==> src/rtl/sig_freq_ctrl_if.sv <==
// Front-panel / waveform-memory signal bundle for sig_freq_ctrl.
// master = panel and memory side, slave = the controller.
interface sig_freq_ctrl_if #(
    parameter int unsigned NDIGITS = 4,
    parameter int unsigned FREQ_W  = 16,
    parameter int unsigned ADDR_W  = 8
);
    localparam int unsigned CUR_W = $clog2(NDIGITS);

    logic                    btn_cursor;
    logic                    btn_inc;
    logic                    btn_dec;
    logic                    btn_edit;
    logic [1:0]              mode_sel;
    logic [4*NDIGITS-1:0]    digit_out;
    logic [CUR_W-1:0]        cursor;
    logic                    editing;
    logic [FREQ_W-1:0]       freq_bin;
    logic                    freq_valid;
    logic                    samp_tick;
    logic [ADDR_W-1:0]       samp_addr;
    logic [1:0]              wave_mode;

    modport master (
        output btn_cursor, btn_inc, btn_dec, btn_edit, mode_sel,
        input  digit_out, cursor, editing, freq_bin, freq_valid,
               samp_tick, samp_addr, wave_mode
    );

    modport slave (
        input  btn_cursor, btn_inc, btn_dec, btn_edit, mode_sel,
        output digit_out, cursor, editing, freq_bin, freq_valid,
               samp_tick, samp_addr, wave_mode
    );
endinterface

==> src/rtl/sig_freq_ctrl.sv <==
// Signal-generator front panel: debounced BCD editing, Horner BCD-to-binary, sample tick/address.
// Define SIG_PHASE_RESET_EN to restart the waveform at phase 0 on every new frequency.
module sig_freq_ctrl #(
    parameter int unsigned CLK_HZ     = 50_000_000,
    parameter int unsigned NDIGITS    = 4,
    parameter int unsigned FREQ_W     = 16,
    parameter int unsigned FMAX       = 9999,
    parameter int unsigned ADDR_W     = 8,
    parameter int unsigned DEB_CYCLES = 500_000
) (
    input logic           clk,
    input logic           rst_n,
    sig_freq_ctrl_if.slave bus
);
    localparam int unsigned CUR_W  = $clog2(NDIGITS);
    localparam int unsigned DEB_W  = (DEB_CYCLES > 1) ? $clog2(DEB_CYCLES) : 1;
    localparam int unsigned CONV_W = $clog2(10 ** NDIGITS);
    localparam int unsigned STEP_W = FREQ_W + ADDR_W;
    localparam int unsigned PH_W   = $clog2(CLK_HZ);
    localparam int unsigned SUM_W  = ((PH_W > STEP_W) ? PH_W : STEP_W) + 1;

    typedef enum logic [0:0] {StIdle, StConv} conv_st_e;

    // Button order in the vectors: {edit, dec, inc, cursor}
    logic [3:0]            btn_raw, sync1_q, sync2_q, deb_q, press_q;
    logic [3:0][DEB_W-1:0] deb_cnt_q;

    logic [NDIGITS-1:0][3:0] digits_q;
    logic [CUR_W-1:0]        cursor_q;
    logic                    editing_q;
    logic                    conv_start_q;
    logic [3:0]              sel_digit, inc_digit, dec_digit;
    logic                    dig_wr;

    conv_st_e          st_q;
    logic [CUR_W-1:0]  idx_q;
    logic [CONV_W-1:0] conv_q, conv_nxt, conv_clamped;
    logic [FREQ_W-1:0] freq_bin_q;
    logic              freq_valid_q;
    logic              load;

    logic [PH_W-1:0]   ph_q;
    logic [STEP_W-1:0] step;
    logic [SUM_W-1:0]  sum;
    logic              wrap_hit;
    logic              samp_tick_q;
    logic [ADDR_W-1:0] samp_addr_q;
    logic [1:0]        wave_mode_q;

    assign btn_raw = {bus.btn_edit, bus.btn_dec, bus.btn_inc, bus.btn_cursor};

    always_ff @(posedge clk or negedge rst_n) begin
        if (!rst_n) begin
            sync1_q   <= '0;
            sync2_q   <= '0;
            deb_q     <= '0;
            press_q   <= '0;
            deb_cnt_q <= '0;
        end else begin
            sync1_q <= btn_raw;
            sync2_q <= sync1_q;
            for (int i = 0; i < 4; i++) begin
                press_q[i] <= 1'b0;
                if (sync2_q[i] == deb_q[i]) begin
                    deb_cnt_q[i] <= '0;
                end else if (deb_cnt_q[i] == DEB_W'(DEB_CYCLES - 1)) begin
                    deb_cnt_q[i] <= '0;
                    deb_q[i]     <= sync2_q[i];
                    press_q[i]   <= sync2_q[i];
                end else begin
                    deb_cnt_q[i] <= deb_cnt_q[i] + DEB_W'(1);
                end
            end
        end
    end

    always_comb begin
        sel_digit = digits_q[cursor_q];
        inc_digit = (sel_digit == 4'd9) ? 4'd0 : sel_digit + 4'd1;
        dec_digit = (sel_digit == 4'd0) ? 4'd9 : sel_digit - 4'd1;
        // Simultaneous inc and dec cancel out.
        dig_wr    = editing_q & (press_q[1] ^ press_q[2]);
    end

    always_ff @(posedge clk or negedge rst_n) begin
        if (!rst_n) begin
            digits_q     <= '0;
            cursor_q     <= '0;
            editing_q    <= 1'b1;
            conv_start_q <= 1'b1;
        end else begin
            conv_start_q <= dig_wr;
            if (press_q[3]) editing_q <= ~editing_q;
            if (editing_q && press_q[0]) begin
                cursor_q <= (cursor_q == CUR_W'(NDIGITS - 1)) ? '0 : cursor_q + CUR_W'(1);
            end
            if (dig_wr) digits_q[cursor_q] <= press_q[1] ? inc_digit : dec_digit;
        end
    end

    always_comb begin
        conv_nxt     = conv_q * CONV_W'(10) + CONV_W'(digits_q[idx_q]);
        conv_clamped = (conv_nxt > CONV_W'(FMAX)) ? CONV_W'(FMAX) : conv_nxt;
        // A digit write on the final step would be stale; the restart next cycle handles it.
        load         = (st_q == StConv) && !conv_start_q && !dig_wr && (idx_q == '0);
    end

    always_ff @(posedge clk or negedge rst_n) begin
        if (!rst_n) begin
            st_q         <= StIdle;
            idx_q        <= '0;
            conv_q       <= '0;
            freq_bin_q   <= '0;
            freq_valid_q <= 1'b0;
        end else if (conv_start_q) begin
            st_q         <= StConv;
            idx_q        <= CUR_W'(NDIGITS - 1);
            conv_q       <= '0;
            freq_valid_q <= 1'b0;
        end else if (st_q == StConv) begin
            conv_q <= conv_nxt;
            if (idx_q != '0) begin
                idx_q <= idx_q - CUR_W'(1);
            end else if (!dig_wr) begin
                st_q         <= StIdle;
                freq_bin_q   <= FREQ_W'(conv_clamped);
                freq_valid_q <= 1'b1;
            end
        end
    end

    always_comb begin
        step     = STEP_W'(freq_bin_q) << ADDR_W;
        sum      = SUM_W'(ph_q) + SUM_W'(step);
        wrap_hit = (sum >= SUM_W'(CLK_HZ));
    end

    always_ff @(posedge clk or negedge rst_n) begin
        if (!rst_n) begin
            ph_q        <= '0;
            samp_tick_q <= 1'b0;
            samp_addr_q <= '0;
            wave_mode_q <= 2'd0;
        end else begin
            samp_tick_q <= wrap_hit;
            if (wrap_hit) begin
                ph_q        <= PH_W'(sum - SUM_W'(CLK_HZ));
                samp_addr_q <= samp_addr_q + ADDR_W'(1);
            end else begin
                ph_q <= PH_W'(sum);
            end
            // Mode changes only at a period boundary so the output never glitches.
            if ((wrap_hit && (samp_addr_q == '1)) || (freq_bin_q == '0)) begin
                wave_mode_q <= bus.mode_sel;
            end
`ifdef SIG_PHASE_RESET_EN
            if (load) begin
                ph_q        <= '0;
                samp_addr_q <= '0;
            end
`else
            if (load) begin
                samp_addr_q <= samp_addr_q + ADDR_W'(wrap_hit);
            end
`endif
        end
    end

    assign bus.digit_out  = digits_q;
    assign bus.cursor     = cursor_q;
    assign bus.editing    = editing_q;
    assign bus.freq_bin   = freq_bin_q;
    assign bus.freq_valid = freq_valid_q;
    assign bus.samp_tick  = samp_tick_q;
    assign bus.samp_addr  = samp_addr_q;
    assign bus.wave_mode  = wave_mode_q;
endmodule
==> src/flat_wrapper.sv <==
// flat-port wrapper written by rule: the top's interface ports become plain ports
module sig_freq_ctrl_flat 
#(
    parameter int unsigned CLK_HZ     = 50_000_000,
    parameter int unsigned NDIGITS    = 4,
    parameter int unsigned FREQ_W     = 16,
    parameter int unsigned FMAX       = 9999,
    parameter int unsigned ADDR_W     = 8,
    parameter int unsigned DEB_CYCLES = 500_000
)
  (clk, rst_n, bus_btn_cursor, bus_btn_inc, bus_btn_dec, bus_btn_edit, bus_mode_sel, bus_digit_out, bus_cursor, bus_editing, bus_freq_bin, bus_freq_valid, bus_samp_tick, bus_samp_addr, bus_wave_mode);
  sig_freq_ctrl_if #(.NDIGITS(NDIGITS), .FREQ_W(FREQ_W), .ADDR_W(ADDR_W)) bus_i ();
  input logic clk;
  input logic rst_n;
  input wire logic [$bits(bus_i.btn_cursor)-1:0] bus_btn_cursor;
  input wire logic [$bits(bus_i.btn_inc)-1:0] bus_btn_inc;
  input wire logic [$bits(bus_i.btn_dec)-1:0] bus_btn_dec;
  input wire logic [$bits(bus_i.btn_edit)-1:0] bus_btn_edit;
  input wire logic [$bits(bus_i.mode_sel)-1:0] bus_mode_sel;
  output wire logic [$bits(bus_i.digit_out)-1:0] bus_digit_out;
  output wire logic [$bits(bus_i.cursor)-1:0] bus_cursor;
  output wire logic [$bits(bus_i.editing)-1:0] bus_editing;
  output wire logic [$bits(bus_i.freq_bin)-1:0] bus_freq_bin;
  output wire logic [$bits(bus_i.freq_valid)-1:0] bus_freq_valid;
  output wire logic [$bits(bus_i.samp_tick)-1:0] bus_samp_tick;
  output wire logic [$bits(bus_i.samp_addr)-1:0] bus_samp_addr;
  output wire logic [$bits(bus_i.wave_mode)-1:0] bus_wave_mode;
  assign bus_i.btn_cursor = bus_btn_cursor;
  assign bus_i.btn_inc = bus_btn_inc;
  assign bus_i.btn_dec = bus_btn_dec;
  assign bus_i.btn_edit = bus_btn_edit;
  assign bus_i.mode_sel = bus_mode_sel;
  assign bus_digit_out = bus_i.digit_out;
  assign bus_cursor = bus_i.cursor;
  assign bus_editing = bus_i.editing;
  assign bus_freq_bin = bus_i.freq_bin;
  assign bus_freq_valid = bus_i.freq_valid;
  assign bus_samp_tick = bus_i.samp_tick;
  assign bus_samp_addr = bus_i.samp_addr;
  assign bus_wave_mode = bus_i.wave_mode;
  sig_freq_ctrl #(.CLK_HZ(CLK_HZ), .NDIGITS(NDIGITS), .FREQ_W(FREQ_W), .FMAX(FMAX), .ADDR_W(ADDR_W), .DEB_CYCLES(DEB_CYCLES)) u_core (.clk(clk), .rst_n(rst_n), .bus(bus_i));
endmodule
==> config.mk <==
export PLATFORM = sky130hd
export DESIGN_NAME = sig_freq_ctrl_flat
export DESIGN_NICKNAME = d
export VERILOG_FILES = /design/src/rtl/sig_freq_ctrl_if.sv /design/src/rtl/sig_freq_ctrl.sv /design/src/flat_wrapper.sv
export SDC_FILE = /design/constraint.sdc
export NUM_CORES = 1
export LEC_CHECK = 0
export ABC_AREA = 1
export CELL_PAD_IN_SITES_DETAIL_PLACEMENT = 1
export CELL_PAD_IN_SITES_GLOBAL_PLACEMENT = 1
export CORE_MARGIN = 2
export CORE_UTILIZATION = 47
export CTS_BUF_LIST = sky130_fd_sc_hd__clkbuf_8
export DETAILED_ROUTE_END_ITERATION = 6
export GPL_TIMING_DRIVEN = 0
export PLACE_DENSITY = 0.94
export SYNTH_ARGS = -nofsm -noshare
export SYNTH_HDL_FRONTEND = slang
export SYNTH_SLANG_ARGS = --single-unit
==> constraint.sdc <==
create_clock -name clk -period 4.35 [get_ports clk]
set_input_delay 0.435 -clock clk [delete_from_list [all_inputs] [get_ports clk]]
set_output_delay 0.435 -clock clk [all_outputs]
set_load 0.02 [all_outputs]
==> impl_metrics.py <==
metrics = {
    "status": {
        "status": "finished, final reports clean",
    },
    "routing": {
        "drtIter0Drc": 408,
        "vias": 9416,
        "routed_wl_um": 29300,
        "wire_per_inst_um": 17.1,
        "detail_route.vias_per_cell": 5.50,
        "drc": 0,
        "dr.pass1.iters": 5,
        "ant_nets": 0,
    },
    "floorplan": {
        "pin_count": 55,
        "die_y_um": 152,
        "core-area_mm2": 0.0217,
        "die_x_um": 152,
        "initial_utilization_pct": 47.7,
        "die_area_mm2": 0.0232,
        "rows": 54,
    },
    "pwr": {
        "p_leak_nw": 5.61,
        "finalPower_w": 0.00290,
        "powerDensity_mw_per_mm2": 249,
        "ir_drop_uv": 186,
    },
    "layout": {
        "fillerInstances": 2714,
        "layout.nets": 1480,
        "syn2layout_area_growth_pct": 12.7,
        "n_antenna_cell": 0,
        "drive_gt1_share_pct": 7.68,
    },
    "synthesis": {
        "yosys.area.top_type": "dfrtp_1",
        "syn_area_mm2": 0.0103,
        "synth_edf_count": 0,
        "syn-mean-instance-area_um2": 7.68,
        "netlist_instances": 1346,
        "seq_area_frac_synth_pct": 41.9,
        "synth.area.top_cells": "dfrtp_1 (41%), nand2_1 (12%), inv_1 (6.3%), ha_1 (5.9%), nor2_1 (5.3%)",
        "ys_top_cells_by_count": "nand2_1 (339), inv_1 (174), dfrtp_1 (171)",
        "synth.top_cell.area_share_pct": 41.4,
        "synth.most_common_cell": "nand2_1",
        "async_reset_ff_share_pct": 100,
        "synth_ff_type": "dfrtp_1",
        "yosys.cell_types.count": 49,
        "ys.warnings.count": 0,
        "ys_ff_latch": 173,
    },
    "setup_path": {
        "critPathCaptureType": "register",
        "setup.worst_path.start_class": "register",
        "required_ns": 4.72,
        "arrival_ns": 4.37,
        "critPathMaxFanout": 8,
        "r2r_start": "u_core.bus.freq_bin[0]",
        "crit_start": "u_core.bus.freq_bin[0]",
        "worstSetupPathType": "reg2reg",
    },
    "clock_network": {
        "holdBufCountCts": 1,
        "post-cts-setup-buffers": 0,
        "cts_tree": "built",
        "cts_buffer_depth": 2,
        "numCtsBuffers": 17,
        "cts_resized": 0,
        "clkLatencyLatePin_ns": 0.48,
        "ctsHtreeMaxLevel": 4,
        "path_clk_slew_ns": 0.11,
        "numClockSinks": 173,
        "cts_root_buffer": "clkbuf_8",
    },
    "global_route": {
        "grt_overflow": 0,
        "grt_pass1_wl_um": 49600,
        "grt_pass1_vias": 10326,
        "track_usage_pct": 25.9,
        "grt_max_degree": 111,
        "antenna_found_initial": 1,
    },
    "timing": {
        "hold_violations": 0,
        "drv_slew": 0,
        "tns_ns": 0,
        "worstMarginPinSlew_ns": 0.816,
        "setup-violations-final": 0,
        "max_freq_mhz": 250,
        "fin_crit_ns": 4.00,
        "slew_headroom_pct": 45.6,
        "fin_crit_sh_pct": 91.9,
        "rsz0062_at_grt": "no",
        "finClkSkew_ns": 0.0164,
    },
    "placed_design": {
        "dp_hpwl_um": 21400,
        "routabilityCongestion": 0.852,
        "portBuffers": 52,
    },
    "worst_hold_path": {
        "hold_path_class": "reg2reg",
        "min_from": "u_core.sync1_q[2]",
    },
    "job": {
        "max_cap_viol_count": 0,
    },
}
-- metrics by stage --
step	cells	setup WS [ns]	util [%]	instance area, µm²	hold WS [ns]
final	1713	0.351	53.7	11700	0.364
after global routing	1713	0.0579	53.7	11700	0.375
after CTS	1713	0.375	53.7	11700	0.373
after detailed placement	1680	0.498	51.9	11200	0.347
after global placement	1679	-4.50	51.7	11200	0.332
after floorplan	1347	1.11	-	10300	0.139
-- worst paths after layout --
check                                          endpoint  slack [ns]  cells past startpoint
max in group asynchronous          u_core.deb_cnt_q[42]        2.90                      3
worst min-delay path                  u_core.sync2_q[2]        0.36                      0
worst max register to register  u_core.bus.samp_addr[6]        0.35                     17
worst max-delay path            u_core.bus.samp_addr[6]        0.35                     17
worst min register to register        u_core.sync2_q[2]        0.36                      0
min in group asynchronous               u_core.ph_q[17]        0.49                      2
-- report_power, final --
group | switching, W | internal [W]
combinational | 0.0000614 | 0.0000235
sequential | 0.0000100 | 0.00162
clock | 0.000693 | 0.000493
total | 0.000765 | 0.00214
-- cells in the final DEF, fill, tap and decap left out, types with 4 or more instances in the layout --
master,count
a31oi_1,4
nor2_2,7
o21ai_0,70
nor3b_1,9
buf_4,4
a21oi_1,54
or2_2,8
nor3_1,36
nand3_1,67
clkdlybuf4s50_1,51
xor2_1,34
nand2_1,339
nand3b_1,7
clkbuf_8,18
nor2_1,147
inv_6,6
a21oi_2,4
nand2_2,24
nor4_1,19
nand4_1,21
clkbuf_1,9
xnor2_1,17
inv_1,174
dfrtp_1,171
o21a_1,4
clkinv_1,6
a21boi_2,4
inv_8,4
ha_1,49
nand3_2,7
-- worst max-delay path: stages, from the launching register on --
cell and delay [ns]:
dfrtp_1 0.48, ha_1 0.32, fa_1 0.51, xnor2_1 0.39
nand2_1 0.14, nor2_2 0.19, a21oi_2 0.12, nand2_1 0.12
nor2_1 0.06, nand2_1 0.10, nand3_2 0.12, a21oi_2 0.38
nand2_1 0.12, ha_1 0.24, ha_1 0.24, nand4_1 0.12
xor2_1 0.16, o21ai_1 0.09
-- registers in the layout, indices dropped and copies added (netlist names), 8 cells and up --
name,cells
u_core.bus.freq_bin,14
u_core.bus.digit_out,16
u_core.deb_cnt_q,76
u_core.bus.samp_addr,8
u_core.ph_q,19
u_core.conv_q,13
-- cell families after synthesis --
logic type / after synthesis / synth area share (%)
AOI/OAI and AO/OA: 165 / 9.10
other: 1 / 0.0363
and+or+nand+nor: 701 / 30.2
DFF: 173 / 41.9
adders and majority gates: 52 / 6.51
xor gates and xnor gates: 51 / 4.32
buffers and inverters: 200 / 7.67
muxes: 3 / 0.327
-- area by class of cell --
class / instances / area, µm² / area share, %
well taps: 280 / 350 / 3.01
inverters: 183 / 687 / 5.90
plain buffers: 17 / 106 / 0.913
clock buffers: 18 / 248 / 2.13
repair buffers: 54 / 563 / 4.83
clock inverters: 14 / 145 / 1.25
multi-input cells: 974 / 5220 / 44.8
flip-flops and latches: 173 / 4330 / 37.2
-- routing by layer --
metal  up-vias  wire length [µm]  track usage [%]
met5         -                 0                0
met4         0               829             10.1
met3        67               816             4.04
met2       151             15600             48.0
met1      4706             12100             29.9
li1       4492                 -                -
Power figures use the tool's default switching activity.
